### config.mk
export PLATFORM = sky130hd
export DESIGN_NAME = operand_b_stage
export DESIGN_NICKNAME = d
export VERILOG_FILES = /design/src/rtl/operand_b_stage_pkg.sv /design/src/rtl/operand_b_stage_imm_extender.sv /design/src/rtl/operand_b_stage.sv
export SDC_FILE = /design/constraint.sdc
export NUM_CORES = 1
export LEC_CHECK = 0
export ABC_AREA = 1
export CAP_MARGIN = 20
export CORE_AREA = 5 5 101 103
export CTS_BUF_LIST = sky130_fd_sc_hd__clkbuf_16
export DETAILED_ROUTE_END_ITERATION = 8
export DIE_AREA = 0 0 106 108
export GPL_TIMING_DRIVEN = 0
export HOLD_SLACK_MARGIN = 0.03
export PLACE_DENSITY = 0.95
export SYNTH_ARGS = -nofsm -noshare
export SYNTH_HDL_FRONTEND = slang
export SYNTH_SLANG_ARGS = --single-unit
### constraint.sdc
create_clock -name clk -period 3.8 [get_ports clk]
set_clock_uncertainty 0.2 [all_clocks]
set_input_delay 0.38 -clock clk [delete_from_list [all_inputs] [get_ports clk]]
set_output_delay 0.38 -clock clk [all_outputs]
set_load 0.02 [all_outputs]
### src/rtl/operand_b_stage_pkg.sv
// Shared encodings for the operand-B stage: immediate extension modes and
// operand source tags reported alongside the registered operand.
package operand_b_stage_pkg;

    typedef enum logic [1:0] {
        EXT_SIGN  = 2'b00,
        EXT_ZERO  = 2'b01,
        EXT_UPPER = 2'b10
    } ext_mode_e;

    localparam int unsigned SRC_RT   = 0;
    localparam int unsigned SRC_IMM  = 1;
    localparam int unsigned SRC_FWD0 = 2;

    // Width of the source tag: rt, imm and one code per forwarding source.
    function automatic int unsigned src_w(input int unsigned num_fwd);
        return $clog2(num_fwd + 2);
    endfunction

endpackage

### src/rtl/operand_b_stage_imm_extender.sv
// Combinational immediate extender: sign, zero or upper placement of a raw
// immediate into a WIDTH-bit operand. Encoding 2'b11 behaves as sign-extend.
module operand_b_stage_imm_extender
    import operand_b_stage_pkg::*;
#(
    parameter int unsigned WIDTH = 32,
    parameter int unsigned IMM_W = 16
) (
    input  logic [IMM_W-1:0] imm_i,
    input  logic [1:0]       ext_mode_i,
    output logic [WIDTH-1:0] ext_o
);

    if (WIDTH == IMM_W) begin : g_same_width
        // No room to extend: every mode passes the immediate through.
        logic [1:0] unused_mode;
        assign unused_mode = ext_mode_i;
        assign ext_o       = imm_i;
    end else begin : g_extend
        localparam int unsigned PadW = WIDTH - IMM_W;

        // Decode the extension mode into the padded operand.
        always_comb begin
            case (ext_mode_i)
                EXT_ZERO:  ext_o = {{PadW{1'b0}}, imm_i};
                EXT_UPPER: ext_o = {imm_i, {PadW{1'b0}}};
                default:   ext_o = {{PadW{imm_i[IMM_W-1]}}, imm_i};
            endcase
        end
    end

endmodule

### src/rtl/operand_b_stage.sv
// Operand-B select stage: chooses register, extended immediate or forwarded
// value and registers it towards EX behind a valid/ready handshake. A one-entry
// skid register absorbs EX back-pressure so in_ready is purely registered.
module operand_b_stage
    import operand_b_stage_pkg::*;
#(
    parameter int unsigned WIDTH   = 32,
    parameter int unsigned IMM_W   = 16,
    parameter int unsigned NUM_FWD = 2,
    localparam int unsigned SRC_W  = src_w(NUM_FWD)
) (
    input  logic                     clk,
    input  logic                     rst_n,
    input  logic                     in_valid_i,
    output logic                     in_ready_o,
    input  logic [WIDTH-1:0]         rt_out_i,
    input  logic [IMM_W-1:0]         imm_i,
    input  logic [1:0]               ext_mode_i,
    input  logic                     sel_i,
    input  logic [NUM_FWD-1:0]       fwd_en_i,
    input  logic [NUM_FWD*WIDTH-1:0] fwd_data_i,
    input  logic                     flush_i,
    output logic                     out_valid_o,
    input  logic                     out_ready_i,
    output logic [WIDTH-1:0]         out_o,
    output logic [SRC_W-1:0]         out_src_o
);

    if (WIDTH < IMM_W) begin : g_width_check
        $error("operand_b_stage: WIDTH must be >= IMM_W");
    end

    logic [WIDTH-1:0] ext_imm;
    logic [WIDTH-1:0] sel_data;
    logic [SRC_W-1:0] sel_src;
    logic             accept;

    logic             main_valid_q, main_valid_d;
    logic [WIDTH-1:0] main_data_q,  main_data_d;
    logic [SRC_W-1:0] main_src_q,   main_src_d;
    logic             skid_valid_q, skid_valid_d;
    logic [WIDTH-1:0] skid_data_q,  skid_data_d;
    logic [SRC_W-1:0] skid_src_q,   skid_src_d;
    logic             in_ready_q,   in_ready_d;

    operand_b_stage_imm_extender #(
        .WIDTH (WIDTH),
        .IMM_W (IMM_W)
    ) u_imm_extender (
        .imm_i      (imm_i),
        .ext_mode_i (ext_mode_i),
        .ext_o      (ext_imm)
    );

    // Operand select: immediate wins outright, else the lowest-index forward hit.
    always_comb begin
        sel_data = rt_out_i;
        sel_src  = SRC_W'(SRC_RT);
        if (sel_i) begin
            sel_data = ext_imm;
            sel_src  = SRC_W'(SRC_IMM);
        end else begin
            // Walk downwards so the lowest set index is written last.
            for (int i = int'(NUM_FWD) - 1; i >= 0; i--) begin
                if (fwd_en_i[i]) begin
                    sel_data = fwd_data_i[i*int'(WIDTH) +: WIDTH];
                    sel_src  = SRC_W'(SRC_FWD0 + i);
                end
            end
        end
    end

    assign accept = in_valid_i & in_ready_q;

    // Next-state for main/skid registers; flush clears occupancy after any
    // same-cycle EX transfer, which needs no extra handling here.
    always_comb begin
        main_valid_d = main_valid_q;
        main_data_d  = main_data_q;
        main_src_d   = main_src_q;
        skid_valid_d = skid_valid_q;
        skid_data_d  = skid_data_q;
        skid_src_d   = skid_src_q;

        if (flush_i) begin
            main_valid_d = 1'b0;
            skid_valid_d = 1'b0;
        end else if (skid_valid_q) begin
            // in_ready is low here, so no new input can arrive.
            if (out_ready_i) begin
                main_valid_d = 1'b1;
                main_data_d  = skid_data_q;
                main_src_d   = skid_src_q;
                skid_valid_d = 1'b0;
            end
        end else if (!main_valid_q || out_ready_i) begin
            main_valid_d = accept;
            if (accept) begin
                main_data_d = sel_data;
                main_src_d  = sel_src;
            end
        end else if (accept) begin
            skid_valid_d = 1'b1;
            skid_data_d  = sel_data;
            skid_src_d   = sel_src;
        end

        in_ready_d = ~skid_valid_d;
    end

    // State registers, cleared asynchronously.
    always_ff @(posedge clk or negedge rst_n) begin
        if (!rst_n) begin
            main_valid_q <= 1'b0;
            main_data_q  <= '0;
            main_src_q   <= '0;
            skid_valid_q <= 1'b0;
            skid_data_q  <= '0;
            skid_src_q   <= '0;
            in_ready_q   <= 1'b1;
        end else begin
            main_valid_q <= main_valid_d;
            main_data_q  <= main_data_d;
            main_src_q   <= main_src_d;
            skid_valid_q <= skid_valid_d;
            skid_data_q  <= skid_data_d;
            skid_src_q   <= skid_src_d;
            in_ready_q   <= in_ready_d;
        end
    end

    assign in_ready_o  = in_ready_q;
    assign out_valid_o = main_valid_q;
    assign out_o       = main_data_q;
    assign out_src_o   = main_src_q;

endmodule

# Word level (Yosys, flattened, before mapping)
# Cells that the tools add are included.
[word_totals] elab_cells=48 out_inout_bits=36 reg_bits=71 inputBits=122
[op_classes] muxes=24 n_reduce_logical=8 bitwise=5 eq_ne=4
[ops] op="$mux 32" n=7
[ops] op="$pmux 32 s2" n=1
[ops] op="$mux 2" n=7
[ops] op="$mux 1" n=9
[ops] op="$reduce_and 4->1" n=2
[ops] op="$not 1->1" n=4
[ops] op="$reduce_bool 2->1" n=2
[ops] op="$ne 3x3->1 const B" n=1
[ops] op="$reduce_bool 3->1" n=1
[ops] op="$eq 2x1->1 const B" n=1
[ops] op="$eq 2x2->1 const B" n=1
[ops] op="$ne 2x2->1 const B" n=1
[ops] op="$reduce_and 2->1" n=1
[ops] op="$and 1x1->1" n=1
[ops] op="$logic_not 1->1" n=1
[ops] op="$logic_or 1x1->1" n=1

# Logic depth before layout (Yosys ltp)
# Gate-level depths: netlist (run 1).
[logic_depth] ltp_word=6 mapped_depth=9 ltp_nobuf=8

# Hierarchy
# A second synthesis (run 1) with hierarchy kept.
[unflattened] cells_unflattened=675 hier_area_um2=4456.8
[modules_own_cells] mod="operand_b_stage" n_inst=1 area_each_um2=4092.7 cells_each=599
[modules_own_cells] mod="operand_b_stage_imm_extender" n_inst=1 area_each_um2=364.1 cells_each=76

# Worst setup path after synthesis (run 1)
# OpenSTA, ideal clock, no wires.
[synth_timing] path_type="input to register" from="in ext_mode_i[0]" to="reg main_data_q[12], in the netlist out_o[12]" slack_ns=1.933 cell_stages=9 n_path_buf=2 setup_ns=0.116 required_ns=3.484 arrival_ns=1.550 cell_sequence="inv_1 -> ha_1 -> or2_2 -> clkbuf_1 -> buf_2 -> nand2_1 -> nand3_1 -> nand2_1 -> nand2_1"
[synth_between] elab_chain_cells=6 elab_cells_between_ends=7
[synth_lines] item="start, declared" line_no="operand_b_stage.sv:18" text="input logic [1:0] ext_mode_i,"
[synth_lines] item="$eq 2x2->1 or $eq 2x1->1 (tied branches)" line_no="operand_b_stage_imm_extender.sv:24" text="case (ext_mode_i)"
[synth_lines] item="$pmux 32 s2 *" line_no="operand_b_stage_imm_extender.sv:24"
[synth_lines] item="$mux 32 *" line_no="operand_b_stage.sv:59" text="if (sel_i) begin"
[synth_lines] item="$mux 32 *" line_no="operand_b_stage.sv:98" text="if (accept) begin"
[synth_lines] item="$mux 32 *" line_no="operand_b_stage.sv:96" text="end else if (!main_valid_q || out_ready_i) begin"
[synth_lines] item="$mux 32 *" line_no="operand_b_stage.sv:88" text="end else if (skid_valid_q) begin"
[synth_lines] item="end signal, assigned" line_no="operand_b_stage.sv:123" text="main_data_q <= main_data_d;"
[synth_lines] item="end, declared" line_no="operand_b_stage.sv:39" text="logic [WIDTH-1:0] main_data_q, main_data_d;"
# Every way passes the cells marked *; elsewhere a longest branch is shown, timed or not. The select of a mux whose other input is x is not followed.
# A chain may end at the register's enable or synchronous reset.

# Worst setup path after layout (run 1)
[layout_timing] from="in ext_mode_i[0]" to="reg main_data_q[27], in the netlist out_o[27]"
# The elaborated chain is that of the path after synthesis.

==> summary.txt, run 1 <==
Setup path
  – Category of the worst setup path capture point: register
  – Critical path startpoint category: primary input
  – Length in cells of the worst reg-to-reg path: 8
  – Capture instance of the worst register-to-register path: skid_data_q[17]
  – Start-to-end type of the worst setup path: primary input to register
  – Reg-to-reg startpoint: in_ready_o
  – Maximum fanout along the worst path: 10
  – Required time at the worst-slack endpoint: about 3.9 ns
  – R2r setup slk: 1.88 ns
  – Data arrival time of the critical path: 2.39 ns

Logic synthesis
  – Post-synth EDFFs: 0
  – Share of synthesized registers carrying an async set or reset: 100.0%
  – Primary FF master, synth: dfrtp_1
  – Portion of netlist area occupied by mux cells: 0%
  – Synthesized-area fraction occupied by adder cells: less than 1%
  – Cell count after synthesis: 704
  – Mean post-synth cell area: 6.208 sq um
  – Synth Area in Compound Gates: ~2.7%
  – Number of distinct standard cells referenced by the synthesized netlist: 17
  – Most frequent cell after synthesis: nand2_1
  – Warnings, synthesis: 0
  – Number of register bits inferred by synthesis: 71
  – Ranking of synthesized cells by area: dfrtp_1 40%, nand2_1 32%, nand3_1 11%
  – Yosys top cell area share: 40.08%
  – Synthesized area: roughly 4400 sq um
  – Synthesized-area fraction occupied by and/or/nand/nor cells: between 40% and 50%
  – Synthesized-area fraction occupied by xor and xnor cells: 0%
  – Share of synthesized area occupied by flip-flops and latches: 40.68%
  – Top post-synthesis cells by count: 368 x nand2_1, 97 x nand3_1, 70 x dfrtp_1
  – Syn_nets: 828
  – Post-synthesis cell type with the largest combined area: dfrtp_1
  – Dominant combinational cell family by area after synthesis: simple AND/OR/NAND/NOR gates

Floorplanning
  – Die height: 108 microns
  – Floorplan row count: 35
  – Top Ports: 158
  – Width of the chip: 106 microns
  – Die ar.: 11450 sq um
  – Initial Util: 47.98%
  – Core outline area: 9109 sq um

Timing
  – Setup repair after global routing missed its margin: false
  – Min Tclk post-route: 2.315 ns
  – Number of pins exceeding their max-slew limit in the final report: 0
  – Peak clock frequency supported by timing: 432.0 MHz
  – Final period util: 60.91%
  – Hold violation total from the final report: 0
  – Tightest hold margin: 0.2794 ns
  – Transition time of the tightest slew-check pin: about 0.92 ns
  – Final Setup Violations: 0
  – Slew margin rel.: 38.39%
  – Slack of the critical path: around 1.5 ns

Drt
  – Detail-routed net length per standard cell: 15.37 microns
  – Remaining antenna violation count: 0
  – DRC violation count after routing: 0
  – First-iteration detailed-routing DRC count: between 400 and 500
  – Total via count after detailed routing: 5245
  – Number of detailed-route iterations in the first pass: 5
  – Via count normalized by instance count: 5.319
  – Detailed Route WL: 15160 microns

Placement
  – PortBufs: 154
  – Weighted congestion at the end of routability-driven global placement: 0.9623
  – DP Wirelength: 10910 microns
  – Worst Setup Slack post-DPL: 1.205 ns

Finish
  – Count of inserted antenna diode cells: 0
  – Synthesis-to-layout area growth: 45.23%
  – Share of layout cells above drive strength 1: 5.371%
  – Post-layout net count: between 900 and 1000

Clock tree
  – Worst skew pair latency: 0.34 ns
  – Maximum number of buffers from clock root to sink: 2
  – Total clock buffers created by CTS: 9
  – Number of levels in the clock H-tree: 3
  – Sink count of the clock tree: just over 70
  – CTS tree: built
  – Clock-pin transition on the worst setup and hold timing paths: 0.06 ns
  – PostCTS Resize Cnt: 0
  – Post-CTS setup repair buffer count: 0
  – CTS root buf: clkbuf_16

GRT
  – First-pass GRT wire length: 24340 microns
  – Via count of the first global-routing pass: 5041
  – Pin count of the biggest net entering global routing: 72
  – Remaining global-route overflow: 0
  – Overall Global Routing Usage: approximately 27%
  – Antenna violations before repair: 0

Worst hold path
  – Capture endpoint of the worst hold path: out_o[12]
  – Worst Hold Class: register to register
  – Worst Hold Launch: out_o[12]
  – Hold path cells: 2

Job
  – # Max-Cap Violations: 0

Pwr
  – Leakage Power: 3.503 nW
  – Maximum vdd ir drop: 0.0002457 V
  – Power Dens Cells: 424.0 nW/um^2

Status
  – Outcome: completed
critical path, stage by stage:
cell and delay [ns]:
clkdlybuf4s50_1 0.50, inv_1 0.05, ha_1 0.33, nor2_1 0.31
clkbuf_1 0.36, a21oi_1 0.21, nand3_1 0.13, nand2_1 0.05
nand2_1 0.06
timing repair:
action,4_1_cts,5_1_grt
endpoints found under the hold margin,70,0
hold buffers,1,0
setup endpoints to repair,0,0
area by class of cell:
type / count / area, sq um
repair buffers: 155 / 1549
flip-flops and latches: 71 / 1778
clock inverters: 7 / 63.81
clock buffers: 9 / 225.2
plain buffers: 43 / 197.7
multi-input cells: 561 / 2286
well taps: 111 / 138.9
inverters: 29 / 108.9
fillers: 727 / 2761
where the power goes:
| part | switching, mW | total (mW) | leakage (nW) | internal [mW] |
|---|---|---|---|---|
| combinational | 0.442 | 0.831 | 2.45 | 0.388 |
| sequential | 0.0952 | 1.03 | 0.912 | 0.933 |
| clock | 0.331 | 0.833 | 0.139 | 0.502 |
| total | 0.868 | 2.69 | 3.50 | 1.82 |
cells by family after synthesis:
| logic type | count (synthesis) |
|---|---|
| compound gates | 23 |
| fa+ha+maj | 2 |
| buf+inv | 72 |
| flops | 71 |
| simple gates | 536 |
flip-flops by register name (all words and copies together), names as in the netlist:
register and count:
out_valid_o 1, skid_valid_q 1, out_src_o 2, out_o 32, skid_data_q 32, in_ready_o 1, skid_src_q 2
metal layers:
metal  global-route usage (%)  part of all wire, %
met3                    5.731                   10
met4                    13.32                  3.8
met1                    33.66                   39
met2                    44.40                   47
met5                        0                    0
cells in the final DEF, fill, tap and decap left out:
cell | netlist | routed
nand2_1 | 368 | 368
clkdlybuf4s50_1 | 0 | 153
nand3_1 | 97 | 97
dfrtp_1 | 70 | 70
nor2_1 | 68 | 68
inv_1 | 27 | 27
buf_2 | 23 | 23
a21oi_1 | 16 | 16
clkbuf_1 | 13 | 13
clkbuf_16 | 0 | 9
o21ai_0 | 5 | 5
buf_1 | 5 | 5
buf_4 | 2 | 3
clkinv_2 | 0 | 3
nor2_2 | 2 | 2
inv_2 | 2 | 2
o211ai_1 | 2 | 2
ha_1 | 2 | 2
clkinvlp_4 | 0 | 2
or2_2 | 1 | 1
clkinv_1 | 0 | 1
bufinv_16 | 0 | 1
dlygate4sd3_1 | 0 | 1
dfstp_2 | 1 | 1
how the worst max path moves through the flow:
stage | start | endpoint | slack, ns | cells past startpoint
finish | ext_mode_i[0] | out_o[27] | 1.49 | 9
global route | ext_mode_i[0] | out_o[25] | 1.30 | 9
CTS | ext_mode_i[0] | out_o[27] | 1.52 | 9
detailed placement | ext_mode_i[0] | out_o[15] | 1.21 | 10
global placement | rst_n | out_o[6] | -0.27 | 1
floorplan | ext_mode_i[0] | out_o[12] | 1.93 | 9
through the flow:
step / cells / TNS, ns / power, mW / instance area (sq um) / utilization [%]
global route: 986 / 0 / 2.828 / 6347 / 69.68
detailed placement: 969 / 0 / 1.854 / 6048 / 66.40
floorplan: 704 / 0 / 1.446 / 4370 / -
finish: 986 / 0 / 2.691 / 6347 / 69.68
CTS: 986 / 0 / 2.693 / 6347 / 69.68
global placement: 969 / -18.44 / 1.834 / 6051 / 66.43
No activity file was read; power rests on OpenSTA's default activity.
==> run 2: changes to the inputs <==
Settings changed: CORE_AREA 5 5 101 103 to 5 5 104 106, DIE_AREA 0 0 106 108 to 0 0 109 111, PLACE_DENSITY 0.95 to 0.92.
Clock period 3.8 ns to 2.3 ns, I/O delays scaled along.
==> summary.txt, run 2 (synthesis results as in run 1) <==
Setup path
  – Length in cells of the worst reg-to-reg path: 8
  – Critical path startpoint category: primary input
  – Maximum fanout along the worst path: 10
  – Capture instance of the worst register-to-register path: skid_data_q[11]
  – Category of the worst setup path capture point: register
  – Critical path's most frequent cell: nand2_1
  – Critical-path cell list: clkdlybuf4s50_1 -> inv_1 -> ha_1 -> nor2_1 -> clkbuf_1 -> a21oi_1 -> nand3_1 -> nand2_1 -> nand2_1
  – Slowest cell on crit path: clkdlybuf4s50_1
  – Start-to-end type of the worst setup path: primary input to register
  – R2r setup slk: 0.35 ns
  – Required time at the worst-slack endpoint: 2.36 ns
  – Data arrival time of the critical path: ~2.2 ns
  – Delay of the slowest cell on the worst path: 0.49 ns
  – Reg-to-reg startpoint: in_ready_o

Timing
  – Min Tclk post-route: 2.180 ns
  – Hold violation total from the final report: 0
  – Slew margin rel.: 37.79%
  – Final period util: 94.79%
  – Transition time of the tightest slew-check pin: 0.9332 ns
  – Peak clock frequency supported by timing: about 460 MHz
  – Number of pins exceeding their max-slew limit in the final report: 0
  – Tightest hold margin: 0.2493 ns
  – Final Setup Violations: 0
  – Setup repair after global routing missed its margin: false

Floorplanning
  – Core outline area: 9684 sq um
  – Width of the chip: 109 microns
  – Top Ports: 158
  – Initial Util: 45.13%
  – Die ar.: 12100 sq um
  – Die height: 111 microns
  – Floorplan row count: 36

Drt
  – Remaining antenna violation count: 0
  – Total via count after detailed routing: 5252
  – DRC violation count after routing: 0
  – First-iteration detailed-routing DRC count: about 450
  – Number of detailed-route iterations in the first pass: 8
  – Detail-routed net length per standard cell: approximately 16 microns
  – Detailed Route WL: 15630 microns
  – Via count normalized by instance count: 5.215

Job
  – # Max-Cap Violations: 0

Pwr
  – Maximum vdd ir drop: 0.0004116 V
  – Leakage Power: 3.523 nW
  – Power Dens Cells: 729.3 nW/um^2

GRT
  – Via count of the first global-routing pass: around 5200
  – First-pass GRT wire length: 24510 microns
  – Remaining global-route overflow: 0
  – Pin count of the biggest net entering global routing: 72
  – Overall Global Routing Usage: 25.70%
  – Antenna violations before repair: 0

Clock tree
  – PostCTS Resize Cnt: 0
  – Clock-pin transition on the worst setup and hold timing paths: ~0.060 ns
  – CTS tree: built
  – Sink count of the clock tree: just over 70
  – Maximum number of buffers from clock root to sink: 2
  – Number of levels in the clock H-tree: 3
  – Total clock buffers created by CTS: 9
  – Worst skew pair latency: between 0.3 and 0.4 ns
  – CTS root buf: clkbuf_16

Placement
  – PortBufs: 154
  – Weighted congestion at the end of routability-driven global placement: 0.9514
  – DP Wirelength: around 11000 microns

Worst hold path
  – Worst Hold Class: primary input to register
  – Capture endpoint of the worst hold path: skid_src_q[0]
  – Worst Hold Launch: sel_i
  – Hold path cells: 5

Finish
  – Share of layout cells above drive strength 1: 5.263%
  – Final core utilization: 66.30%
  – Most frequent cells in the layout: 368 x nand2_1, 153 x clkdlybuf4s50_1, 97 x nand3_1
  – Most frequent standard cell in the layout excluding fill and tap cells: nand2_1
  – Count of inserted antenna diode cells: 0
  – Post-layout net count: roughly 1000
  – Synthesis-to-layout area growth: 46.92%

Status
  – Outcome: completed
run 2: how the worst max path moves through the flow:
stage                  start         to  depth (start not counted)
2_1_floorplan  ext_mode_i[0]  out_o[12]                          9
3_3_place_gp           rst_n   out_o[4]                          1
3_5_place_dp   ext_mode_i[0]  out_o[28]                          9
4_1_cts        ext_mode_i[0]  out_o[21]                          9
5_1_grt        ext_mode_i[0]  out_o[28]                          9
6_report       ext_mode_i[0]  out_o[21]                          9
run 2: power breakdown:
part	internal (mW)	leakage, nW	switching, mW	total, mW
Combinational	0.641	2.45	0.735	1.38
Clock	1.05	0.159	0.545	1.60
Sequential	1.54	0.912	0.169	1.71
Total	3.23	3.52	1.45	4.68
run 2: layout make-up:
class                           count  area, sq um
Timing Repair Buffer              155         1549
Tap cell                          133        166.4
Clock buffer                        9        225.2
Inverter                           29        108.9
Buffer                             43        197.7
Sequential cell                    71         1778
Multi-Input combinational cell    561         2286
Fill cell                         792         3263
Clock inverter                      6        110.1
run 2: critical path: cells and delay by family:
family / cells / cell delay, ns
AND/OR/NAND/NOR: 4 / 0.60
AO/OA/AOI/OAI: 1 / 0.19
adder cells (fa/ha/maj): 1 / 0.32
buffers and inverters: 3 / 0.90
run 2: metrics by stage:
stage / total power, mW / instance area [sq um] / cells / setup TNS, ns / setup slack (ns)
2_1_floorplan: 2.388 / 4370 / 704 / 0 / 0.5835
5_1_grt: 4.904 / 6421 / 1007 / 0 / 0.03092
6_report: 4.683 / 6421 / 1007 / 0 / 0.1197
3_3_place_gp: 3.033 / 6078 / 991 / -115.03 / -1.624
4_1_cts: 4.682 / 6421 / 1007 / 0 / 0.1737
3_5_place_dp: 3.073 / 6076 / 991 / -2.834 / -0.1296
run 2: layer usage:
metal | vias up | global-route usage (%) | routed length (microns)
li1 | 2509 | - | -
met1 | 2352 | 31.64 | 5743
met2 | 327 | 41.93 | 7487
met3 | 64 | 5.999 | 1781
met4 | 0 | 12.12 | 619
met5 | - | 0 | 0
run 2: what timing repair did:
| action | CTS | global route |
|---|---|---|
| buffers inserted | 0 | 0 |
| hold endpoints to repair | 70 | 0 |
| hold buffers | 1 | 0 |
==> run 3: changes to the inputs <==
Settings changed: CTS_BUF_LIST sky130_fd_sc_hd__clkbuf_16 to unset.
==> summary.txt, run 3 (synthesis results as in run 1) <==
Timing
  – Slew margin rel.: 38.86%
  – Peak clock frequency supported by timing: roughly 480 MHz
  – Setup repair after global routing missed its margin: false
  – Final period util: 91.50%
  – Transition time of the tightest slew-check pin: 0.9171 ns
  – Hold violation total from the final report: 0
  – Final Setup Violations: 0
  – Tightest hold margin: 0.2040 ns
  – Min Tclk post-route: 2.104 ns
  – Number of pins exceeding their max-slew limit in the final report: 0

Setup path
  – Maximum fanout along the worst path: 10
  – Length in cells of the worst reg-to-reg path: 8
  – Critical-path cell list: clkdlybuf4s50_1 -> inv_1 -> ha_1 -> nor2_1 -> clkbuf_1 -> a21oi_1 -> nand3_1 -> nand2_1 -> nand2_1
  – Slowest cell on crit path: clkdlybuf4s50_1
  – Capture instance of the worst register-to-register path: skid_data_q[21]
  – Category of the worst setup path capture point: register
  – Critical path startpoint category: primary input
  – Delay of the slowest cell on the worst path: 0.49 ns
  – Required time at the worst-slack endpoint: 2.39 ns
  – Critical path's most frequent cell: nand2_1
  – R2r setup slk: 0.37 ns
  – Reg-to-reg startpoint: in_ready_o
  – Data arrival time of the critical path: 2.20 ns
  – Start-to-end type of the worst setup path: primary input to register

Placement
  – PortBufs: 154
  – Cell count after placement: 991
  – Placed inst area: a little over 6000 sq um
  – DP Wirelength: about 11000 microns
  – Weighted congestion at the end of routability-driven global placement: 0.9514

Worst hold path
  – Worst Hold Launch: sel_i
  – Worst Hold Class: primary input to register
  – Hold path cells: 7
  – Capture endpoint of the worst hold path: skid_data_q[3]

Clock tree
  – Maximum number of buffers from clock root to sink: 2
  – Post-CTS setup repair buffer count: 0
  – Total clock buffers created by CTS: 9
  – Clock-pin transition on the worst setup and hold timing paths: 0.08 ns
  – PostCTS Resize Cnt: 0
  – CTS root buf: clkbuf_8
  – Sink count of the clock tree: 71
  – Number of levels in the clock H-tree: 3
  – Worst skew pair latency: 0.36 ns
  – CTS tree: built

Floorplanning
  – Die height: 111 microns
  – Floorplan row count: 36
  – Width of the chip: 109 microns
  – Core outline area: 9684 sq um
  – Die ar.: 12100 sq um
  – Top Ports: 158
  – Initial Util: 45.13%

Pwr
  – Power Dens Cells: about 680 nW/um^2
  – Maximum vdd ir drop: 0.0003652 V
  – Leakage Power: 3.483 nW

Drt
  – First-iteration detailed-routing DRC count: 452
  – Via count normalized by instance count: 5.153
  – Total via count after detailed routing: 5189
  – DRC violation count after routing: 0
  – Number of detailed-route iterations in the first pass: 6
  – Detail-routed net length per standard cell: ~15 microns
  – Remaining antenna violation count: 0
  – Detailed Route WL: 15360 microns

GRT
  – Via count of the first global-routing pass: around 5100
  – Pin count of the biggest net entering global routing: a little over 70
  – Remaining global-route overflow: 0
  – First-pass GRT wire length: 24510 microns
  – Antenna violations before repair: 0
  – Overall Global Routing Usage: between 20% and 30%

Status
  – Outcome: completed

Finish
  – Count of inserted antenna diode cells: 0
  – Share of layout cells above drive strength 1: 5.378%
  – Number of fillers in the final layout: between 800 and 900
  – Most frequent cells in the layout: 368 x nand2_1, 153 x clkdlybuf4s50_1, 97 x nand3_1
  – Post-layout net count: 994
  – Post-route non-filler standard cell count: 1007
  – Final instance area: 6330 sq um
  – Synthesis-to-layout area growth: 44.83%
  – Most frequent standard cell in the layout excluding fill and tap cells: nand2_1

Job
  – # Max-Cap Violations: 0
run 3: power breakdown:
group          switching [mW]  total (mW)  internal [mW]
logic                   0.726        1.37          0.642
clock network           0.500        1.25          0.746
registers               0.163        1.70           1.54
run 3: final cells by class:
type | count | area [sq um] | share of cell area (%)
clock buffers | 10 | 137.6 | 2.174
clock inverters | 5 | 106.4 | 1.680
flip-flops and latches | 71 | 1778 | 28.09
plain buffers | 43 | 197.7 | 3.123
well taps | 133 | 166.4 | 2.629
repair buffers | 155 | 1549 | 24.47
inverters | 29 | 108.9 | 1.720
multi-input cells | 561 | 2286 | 36.11
run 3: worst max-delay path, delay by kind of cell:
family | cells | cell delay [ns]
AOI/OAI and AO/OA | 1 | 0.19
adders and majority gates | 1 | 0.32
and+or+nand+nor | 4 | 0.56
buffers and inverters | 3 | 0.89
run 3: worst max-delay path by stage:
stage	start	end	slack (ns)	depth (start not counted)
2_1_floorplan	ext_mode_i[0]	out_o[12]	0.58	9
3_3_place_gp	rst_n	out_o[4]	-1.62	1
3_5_place_dp	ext_mode_i[0]	out_o[28]	-0.13	9
4_1_cts	ext_mode_i[0]	out_o[21]	0.22	9
5_1_grt	ext_mode_i[0]	out_o[23]	0.04	9
6_report	ext_mode_i[0]	out_o[28]	0.20	9
run 3: timing repair:
| action | 4_1_cts | 5_1_grt |
|---|---|---|
| hold buffers | 1 | 0 |
| endpoints found under the hold margin | 70 | 0 |
| endpoints found under the setup margin | 0 | 0 |
run 3: metrics by stage:
stage | total power [mW] | utilization (%) | setup slack (ns) | TNS [ns]
after CTS | 4.316 | 65.36 | 0.2194 | 0
after global routing | 4.541 | 65.36 | 0.04144 | 0
final | 4.315 | 65.36 | 0.1956 | 0
after floorplan | 2.388 | - | 0.5835 | 0
after detailed placement | 3.073 | 62.74 | -0.1296 | -2.834
after global placement | 3.033 | 62.76 | -1.624 | -115.03
run 3: per-layer routing:
metal  global-route usage [%]  up-vias  routed length (microns)  share of wire (%)
met5                        0        -                        0                  0
met4                    11.11        0                      464                3.0
met3                    5.999       46                     1679                 11
met2                    42.26      301                     7388                 48
met1                    31.64     2330                     5832                 38
li1                         -     2512                        -                  -
